==> config.mk <==
export PLATFORM = sky130hd
export DESIGN_NAME = dose_schedule_reader
export DESIGN_NICKNAME = d
export VERILOG_FILES = /design/src/rtl/dose_schedule_reader.sv
export SDC_FILE = /design/constraint.sdc
export NUM_CORES = 1
export LEC_CHECK = 0
export ABC_AREA = 1
export BUFFER_PORTS_ARGS = -buffer_cell sky130_fd_sc_hd__buf_4
export CAP_MARGIN = 15
export CELL_PAD_IN_SITES_DETAIL_PLACEMENT = 1
export CELL_PAD_IN_SITES_GLOBAL_PLACEMENT = 2
export CORE_MARGIN = 10
export CORE_UTILIZATION = 30
export CTS_CLUSTER_SIZE = 8
export DETAILED_ROUTE_END_ITERATION = 12
export PLACE_DENSITY = 0.82
export SLEW_MARGIN = 15
export SYNTH_ARGS = -nofsm -noshare
export SYNTH_HDL_FRONTEND = slang
export SYNTH_SLANG_ARGS = --single-unit
==> constraint.sdc <==
create_clock -name Clk -period 2.3 [get_ports Clk]
set_clock_uncertainty 0.2 [all_clocks]
set_input_delay 0.23 -clock Clk [delete_from_list [all_inputs] [get_ports Clk]]
set_output_delay 0.23 -clock Clk [all_outputs]
set_load 0.05 [all_outputs]
==> src/rtl/dose_schedule_reader.sv <==
// Scans the RAM1 frequency table on each timer tick, counts per-medicine intervals down and raises sticky due flags.
// Optional missed-dose counter enabled by defining DOSE_MISSED_COUNT_EN.
module dose_schedule_reader #(
  parameter int unsigned ID_W   = 2,
  parameter int unsigned FREQ_W = 4
) (
  input  logic                    Clk,
  input  logic                    Rst,
  input  logic                    Tick,
  output logic                    R_en,
  output logic [ID_W-1:0]         R_addr,
  input  logic [FREQ_W-1:0]       R_data,
  input  logic                    Ack,
  input  logic [ID_W-1:0]         AckId,
  output logic [(1<<ID_W)-1:0]    DueMask,
  output logic                    AnyDue,
  output logic                    Busy,
  output logic                    ScanDone,
  output logic [3:0]              MissCount
);

  localparam int unsigned NUM_MEDS = 1 << ID_W;
  localparam logic [ID_W-1:0] LAST_SLOT = ID_W'(NUM_MEDS - 1);

  localparam logic [1:0] S_IDLE   = 2'd0;
  localparam logic [1:0] S_READ   = 2'd1;
  localparam logic [1:0] S_WAIT   = 2'd2;
  localparam logic [1:0] S_UPDATE = 2'd3;

  logic [1:0]        state_q, state_d;
  logic [ID_W-1:0]   slot_q, slot_d;
  logic              pending_q, pending_d;
  logic [FREQ_W-1:0] freq_q, freq_d;
  logic [FREQ_W-1:0] cnt_q [NUM_MEDS];
  logic [FREQ_W-1:0] cnt_d [NUM_MEDS];
  logic [NUM_MEDS-1:0] due_d;
  logic              ren_d, busy_d, done_d;
  logic [ID_W-1:0]   addr_d;

  // Next-state, countdown update and registered-output next values
  always_comb begin
    state_d   = state_q;
    slot_d    = slot_q;
    pending_d = pending_q;
    freq_d    = freq_q;
    cnt_d     = cnt_q;
    due_d     = DueMask;
    addr_d    = R_addr;

    // Ack is applied first so a same-cycle set overrides it
    if (Ack) due_d[AckId] = 1'b0;

    case (state_q)
      S_IDLE: begin
        if (Tick || pending_q) begin
          state_d   = S_READ;
          slot_d    = '0;
          pending_d = 1'b0;
        end
      end
      S_READ: state_d = S_WAIT;
      S_WAIT: begin
        freq_d  = R_data;
        state_d = S_UPDATE;
      end
      default: begin
        if (freq_q == '0) begin
          cnt_d[slot_q] = '0;
        end else if (cnt_q[slot_q] == '0) begin
          cnt_d[slot_q] = freq_q;
        end else if (cnt_q[slot_q] == FREQ_W'(1)) begin
          due_d[slot_q] = 1'b1;
          cnt_d[slot_q] = freq_q;
        end else begin
          cnt_d[slot_q] = cnt_q[slot_q] - FREQ_W'(1);
        end
        if (slot_q == LAST_SLOT) begin
          state_d = S_IDLE;
        end else begin
          slot_d  = slot_q + ID_W'(1);
          state_d = S_READ;
        end
      end
    endcase

    // A single tick is remembered while a scan runs; extras are dropped
    if (Tick && (state_q != S_IDLE)) pending_d = 1'b1;

    ren_d  = (state_d == S_READ);
    busy_d = (state_d != S_IDLE);
    done_d = (state_d == S_UPDATE) && (slot_d == LAST_SLOT);
    if (ren_d) addr_d = slot_d;
  end

  always_ff @(posedge Clk or negedge Rst) begin
    if (!Rst) begin
      state_q   <= S_IDLE;
      slot_q    <= '0;
      pending_q <= 1'b0;
      freq_q    <= '0;
      cnt_q     <= '{default: '0};
      R_en      <= 1'b0;
      R_addr    <= '0;
      DueMask   <= '0;
      AnyDue    <= 1'b0;
      Busy      <= 1'b0;
      ScanDone  <= 1'b0;
    end else begin
      state_q   <= state_d;
      slot_q    <= slot_d;
      pending_q <= pending_d;
      freq_q    <= freq_d;
      cnt_q     <= cnt_d;
      R_en      <= ren_d;
      R_addr    <= addr_d;
      DueMask   <= due_d;
      AnyDue    <= |due_d;
      Busy      <= busy_d;
      ScanDone  <= done_d;
    end
  end

`ifdef DOSE_MISSED_COUNT_EN
  logic miss_inc_c;

  // A re-set of a still-pending due flag is a missed dose
  assign miss_inc_c = (state_q == S_UPDATE) && (freq_q != '0) &&
                      (cnt_q[slot_q] == FREQ_W'(1)) && DueMask[slot_q] &&
                      !(Ack && (AckId == slot_q));

  always_ff @(posedge Clk or negedge Rst) begin
    if (!Rst) begin
      MissCount <= 4'd0;
    end else if (miss_inc_c && (MissCount != 4'hF)) begin
      MissCount <= MissCount + 4'd1;
    end
  end
`else
  assign MissCount = 4'd0;
`endif

endmodule

==> results.md, run 1 <==
- The post-route netlist has 35.0% of its cells at a drive strength greater than 1.
- On the critical path the largest part of the delay comes from simple AND/OR/NAND/NOR gates.
- The setup slack of the most critical reg-to-reg path is -110 ps.
- The kind of critical path is register to register.
- The total of flip-flops plus latches after synthesis is 35.
- The minimum clock period is ~2400 ps.
- The final critical path takes up 105% of the cycle.
- The initial antenna violation count is 0.
- The met3 routing resource usage after global routing is under 10%.
- The total area inside the core boundary comes to roughly 7400 um2.
- Data arrives at the worst endpoint at roughly 2400 ps.
- The antenna diode count is 0.
- The signal on the critical path passes through buf_6 > nand2_4 > a21oi_4 > nor2_4 > inv_2 > ha_4 > or2_4 > nand3_4 > nand2_8 > nand2_8 > buf_6 > o21ai_2 > nand3_1 > nand2_1.
- The total global routing overflow is 0.
- The slowest stage of the critical path belongs to the cell dfrtp_2.
- The maximum clock frequency is between 400 and 500 MHz.
- Global routing used ~16% of the available met1 tracks.
- The die covers approximately 12000 um2.
- TritonCTS built the clock tree.
- The hold slack is around 33 ps.
- After clock tree synthesis, the clock-pin slew on the worst setup and hold paths is about 80 ps.
- Dividing the detail-routed wire length by the instance count gives between 15 and 20 um.
- The kind of start point of the critical path is a register.
- The detailed-route vias per instance is 4.82.
- The violation count after the first detailed-route iteration is 78.
- In this run the most used layer during global routing was met2.
- Setup repair after global routing could not meet its margin everywhere.
- At the end of routability-driven placement, the weighted congestion stood at 0.855.
- The flip-flop and latch area is around 900 um2.
- The area used by multi-input combinational logic is ~1400 um2.
- From synthesis to final layout, the design area changed by 44.6%.
- At the later pin of the worst-skew pair, clock insertion delay measures 300 ps.
- Summing the sequential cell areas from Yosys gives a little under two fifths of the chip area.
- The detailed placer's ending HPWL is 5870 um.
- The total of buffers placed on input and output ports is 19.
- In the post-synthesis netlist, the cell with the most instances is nand2_1.
- Of the post-synthesis cell area, the dominant cell type holds a little under two fifths.
- The total wire length is between 8000 and 9000 um.
- Leaving out filler cells and counting taps, the final layout contains 499.
- The CTS buffer count is 5.
- The starting density of the core is about 31%.
- The synthesized design spends more area on one cell type than any other, namely dfrtp_1.
- The level count of the clock H-tree is 2.
- For this block, the via count after detailed routing is about 2400.
- The maximum fanout along the worst path is 6.
- After floorplanning, the core was divided into 31 placement rows.
- The critical path contains buffers and inverters numbering 3 combined.
- The antenna violation net count after detailed routing is 0.
- The number of sinks on the clock net is 35.
- The average instance area after synthesis is around 7 um2.
- The worst setup path is captured at a register.
- For this design the top-level I/O count stands at 24.
- The number of max-slew violations in the final report came to 0.
- The total routing resource utilization after global routing is between 10% and 20%.
- The buffer type at the clock tree root is clkbuf_8.
- The number of placed instances, taps included is 473.
- Across the run, the number of max-cap violations was 0.
- The checks that failed: negative setup slack.
- Measured along the y axis, the die boundary spans 108 um.
- The number of design rule violations left after detail routing is 0.
- In this design, the stage delay of the slowest critical-path cell is about 480 ps.
- For the worst setup path, the data required time is about 2300 ps.
- The wire length of the first global-routing pass is ~13000 um.
- The number of standard cells after synthesis is approximately 330.
- The final net count is 416.
- The count of flip-flops with a built-in enable after synthesis is 0.
- The number of global-route vias before repair was approximately 2600.
- The least setup slack across all paths after layout is -107 ps.
- By count the netlist is led by nand2_1, inv_1, dfrtp_1.
- Counting the fill cells in the layout gives slightly above 900.
- The fraction of registers with async set or reset after synthesis is 100%.
- During synthesis, Yosys emitted a total of 0 warnings.
- The clock passes through at most 2 buffers.
- The count of final hold-check violations came to 0.
- Setup violations remaining at the end of the flow were counted as 16.
- The flow ran to the end, but the final reports show violations.
- The width of the die is 108 um.
- Counting distinct cell types in the post-synthesis netlist gives 32.
- The largest net degree at the start of global routing is 36.
- The path class of the lowest-slack min-delay path is input port to register.
- In the global route stage, met2 resource usage came out at a little over a quarter.
- The first detailed-routing pass ran for 4 iterations.
- After synthesis, the cell types taking the most area are dfrtp_1, nand2_1, inv_1.
- For this run, the leading register cell type out of synthesis is dfrtp_1.
- The synthesized netlist occupies a cell area of ~2300 um2.
-- cells in the final DEF, fill, tap and decap left out, types with 3 or more instances in the layout --
| cell type | Yosys | layout |
|---|---|---|
| nand2_4 | 1 | 5 |
| dlygate4sd3_1 | 0 | 5 |
| buf_4 | 6 | 55 |
| dfrtp_1 | 35 | 33 |
| nor2_1 | 27 | 21 |
| nand3_2 | 1 | 4 |
| inv_1 | 39 | 33 |
| nor2_4 | 2 | 6 |
| or2_2 | 8 | 7 |
| nand2_1 | 112 | 101 |
| nand4_1 | 11 | 11 |
| a21oi_2 | 2 | 3 |
| nand3_1 | 22 | 18 |
| conb_1 | 1 | 4 |
| ha_1 | 7 | 4 |
| o21ai_1 | 3 | 3 |
| buf_6 | 2 | 11 |
| nand2_8 | 0 | 4 |
| a21oi_1 | 10 | 7 |
| inv_2 | 3 | 7 |
| nand2_2 | 5 | 9 |
| clkbuf_8 | 0 | 5 |
| o21ai_0 | 16 | 15 |
| nor2_2 | 2 | 4 |
-- kinds of logic after synthesis --
group | after synthesis | share of synthesized area (%)
XOR/XNOR | 1 | 0.381
AND/OR/NAND/NOR | 194 | 38.0
adder cells (fa/ha/maj) | 7 | 3.81
buffers and inverters | 54 | 10.6
AO/OA/AOI/OAI | 37 | 8.98
flip-flops | 35 | 38.1
other | 1 | 0.163
-- tightest hold or removal path: stages --
cell     delay [ps]
buf_4            90
o21ai_0          70
nand2_1          90
-- final timing paths --
path                                       start  cells after the start                     to
max                          slot_q[0]$_DFF_PN0_                     14  cnt_q[12]$_DFFE_PN0P_
min                                     AckId[0]                      3   DueMask[0]$_DFF_PN0_
max reg2reg                  slot_q[0]$_DFF_PN0_                     14  cnt_q[12]$_DFFE_PN0P_
min reg2reg                R_addr[1]$_DFFE_PN0P_                      2  R_addr[1]$_DFFE_PN0P_
max in group asynchronous                    Rst                      2    slot_q[0]$_DFF_PN0_
min in group asynchronous                    Rst                      2   DueMask[3]$_DFF_PN0_
-- sequential cells by signal (all words and copies together), names as in the netlist --
register and cells:
cnt_q 16, DueMask 4, freq_q 4, R_addr 2
slot_q 2, state_q 2, AnyDue 1, Busy 1
R_en 1, ScanDone 1, pending_q 1
-- area by class of cell --
type                    count  area share (%)
clock buffers               5            2.07
clock inverters             3            2.03
inverters                  42            4.89
multi-input cells         244            43.2
flip-flops and latches     35            26.4
well taps                  99            3.73
repair buffers             71            17.7
-- repair_timing --
action | CTS | global route
hold endpoints to repair | 39 | 0
setup endpoints to repair | 17 | 17
hold buffers | 5 | 0
gates resized for setup | 46 | 23
pin swaps | 17 | 18
buffers inserted | 9 | 3
cloned | 1 | 0
-- stage by stage --
stage | setup WS (ps) | instance area (um2) | utilization (%) | TNS, ps
floorplan | 16.7 | 2340 | - | 0
global placement | -146 | 2770 | 37.6 | -1260
detailed placement | -269 | 2770 | 37.6 | -3270
CTS | -70.0 | 3230 | 43.9 | -637
global route | -201 | 3320 | 45.1 | -2500
finish | -107 | 3320 | 45.1 | -1010
-- per-layer routing --
layer	up-vias	routed length, um
li1	1175	-
met1	1180	3510
met2	41	4180
met3	11	234
met4	0	147
met5	-	0
Power of run 1 is not shown: default switching activity piles up to over one toggle a cycle in this logic, so the estimate is an artifact.
==> run 2, diff against run 1 <==
==> constraint.sdc (replaced) <==
create_clock -name Clk -period 2.2 [get_ports Clk]
set_clock_uncertainty 0.2 [all_clocks]
set_input_delay 0.22 -clock Clk [delete_from_list [all_inputs] [get_ports Clk]]
set_output_delay 0.22 -clock Clk [all_outputs]
set_load 0.05 [all_outputs]
==> results.md, run 2 (synthesized netlist as in run 1, its figures left out) <==
- Result of the run: finished, violations left (unchanged).
- Violated checks: negative setup slack (unchanged).
- Setup repair after global routing missed its margin: true (unchanged).
- The max-cap violation count is 0 (unchanged).
- The total global routing overflow is 0 (unchanged).
- The utilization after layout is 44.9% (was 45.1%).
- The detailed-route vias per instance came to 4.75 (was 4.82).
- The area inside the core boundary is 7370 um2 (unchanged).
- The clock tree from TritonCTS is done (unchanged).
- The buffer type at the clock tree root was clkbuf_8 (unchanged).
- The number of global-route vias before repair is 2595 (was 2635).
- The data arrival at the endpoint of the critical path was 2350 ps (was 2400 ps).
- The detail-routed net length per standard cell is 15.8 um (was 16.2 um).
- The number of max-slew violations in the final report is 0 (unchanged).
- The antenna violation net count after detailed routing is 0 (unchanged).
- The clock tree buffer depth is 2 (unchanged).
- The starting density of the core was 31.2% (unchanged).
- The width of the die is 108 um (unchanged).
- The final weighted congestion in routability-driven placement is 0.844 (was 0.855).
- The type of element capturing the critical path is a register (unchanged).
- The CTS buffer count was 5 (unchanged).
- Commonest cells after routing, fill and taps aside: nand2_1, buf_4, dfrtp_1, inv_1, nor2_1 (unchanged).
- The maximum fanout along the worst path is 6 (unchanged).
- The total number of vias is 2394 (was 2407).
- The die height was 108 um (unchanged).
- The most frequent standard cell in the layout excluding fill and tap cells is nand2_1 (unchanged).
- The number of design rule violations left after detail routing was 0 (unchanged).
- The share of the clock period used by the worst path after layout is 107% (was 105%).
- The count of final setup violators came to 16 (unchanged).
- The minimum clock period is 2360 ps (was 2410 ps).
- The register name with the most flops was cnt_q (unchanged).
- The number of core rows was 31 (unchanged).
- The initial antenna violation count is 0 (unchanged).
- The largest net degree at the start of global routing is 36 (unchanged).
- The final net count came to 421 (was 416).
- The kind of critical path is register to register (unchanged).
- The number of flip-flops in the largest register is 16 (unchanged).
- The clock latency on the worst-skew pair is 290 ps (was 300 ps).
- The path class of the lowest-slack min-delay path was input port to register (unchanged).
- The total of buffers placed on input and output ports is 19 (unchanged).
- The proportion of layout cells with a drive suffix above 1 was 36.8% (was 35.0%).
- The detailed placer's ending HPWL is 5770 um (was 5870 um).
- The area growth from synthesis to final layout is 44.1% (was 44.6%).
- The kind of start point of the critical path is a register (unchanged).
- The top-level port count was 24 (unchanged).
- The level count of the clock H-tree is 2 (unchanged).
- The antenna diode count is 0 (unchanged).
- The least setup slack across all paths after layout is -156 ps (was -107 ps).
- The die area was 11600 um2 (unchanged).
- The number of inserted filler cells in the final layout is 922 (was 920).
- The detailed-routing iteration count for the pre-antenna-repair pass came to 4 (unchanged).
- The violation count after the first detailed-route iteration was 105 (was 78).
- The number of sinks on the clock net was 35 (unchanged).
- The total wire length is 7960 um (was 8070 um).
- The total routing resource utilization after global routing was 14.1% (was 14.4%).
- The wire length of the first global-routing pass is 13100 um (was 13300 um).
- The maximum clock frequency came to 424 MHz (was 416 MHz).
- The required time reported for the critical path endpoint was 2190 ps (was 2290 ps).
- The count of final hold-check violations came to 0 (unchanged).
- The clock-pin slew on the worst setup and hold paths is 70 ps (was 80 ps).
- Largest registers: cnt_q: 16 flops, DueMask: 4 flops, freq_q: 4 flops (unchanged).
[run 2: worst max-delay path: stages (launching register included)]
cell and delay [ps]:
dfrtp_2 470, buf_6 160, nand2_4 60, a21oi_4 60, nor2_4 170, inv_2 80, ha_4 160, or2_4 240
nand3_4 160, nand2_8 100, nand2_8 110, buf_6 100, o21ai_2 40, nand3_1 80, nand2_1 50
[run 2: routing by layer]
layer / GRT usage [%] / vias up / routed length [um]
li1: - / 1177 / -
met1: 16.3 / 1173 / 3430
met2: 24.5 / 33 / 4140
met3: 3.23 / 11 / 229
met4: 5.44 / 0 / 165
met5: 0 / - / 0
[run 2: metrics by stage]
stage               TNS, ps  std cells  area, um2  hold slack [ps]  setup WS (ps)
CTS                   -2200        497       3180             12.9           -151
global route          -3900        504       3310             51.8           -275
finish                -2230        504       3310             31.0           -156
detailed placement    -4710        474       2790             12.1           -342
global placement      -3110        474       2790             14.5           -237
floorplan              -719        332       2360             -276          -76.8
[run 2: worst paths after layout]
check | from | to | slack (ps) | cells past startpoint
setup / recovery | slot_q[0]$_DFF_PN0_ | cnt_q[12]$_DFFE_PN0P_ | -160 | 14
hold / removal | AckId[0] | DueMask[0]$_DFF_PN0_ | 30 | 3
setup reg to reg | slot_q[0]$_DFF_PN0_ | cnt_q[12]$_DFFE_PN0P_ | -160 | 14
hold reg to reg | R_addr[1]$_DFFE_PN0P_ | R_addr[1]$_DFFE_PN0P_ | 310 | 2
max in group asynchronous | Rst | slot_q[1]$_DFF_PN0_ | 1220 | 2
min in group asynchronous | Rst | AnyDue$_DFF_PN0_ | 220 | 2
[run 2: final cells by class]
| cell class | instances | area [um2] | area share, % |
|---|---|---|---|
| Timing Repair Buffer | 76 | 609 | 18.4 |
| Sequential cell | 35 | 878 | 26.5 |
| Tap cell | 99 | 124 | 3.74 |
| Multi-Input combinational cell | 244 | 1440 | 43.4 |
| Inverter | 42 | 163 | 4.91 |
| Clock buffer | 8 | 100 | 3.02 |
[run 2: timing repair]
| action | CTS | global route |
|---|---|---|
| hold buffers | 5 | 0 |
| gates cloned | 1 | 0 |
| endpoints found under the setup margin | 17 | 18 |
| hold endpoints to repair | 39 | 0 |
| resized for setup | 41 | 24 |
| pin swaps | 17 | 23 |
| buffers inserted | 9 | 8 |
Power of run 2 is left out for the same reason.
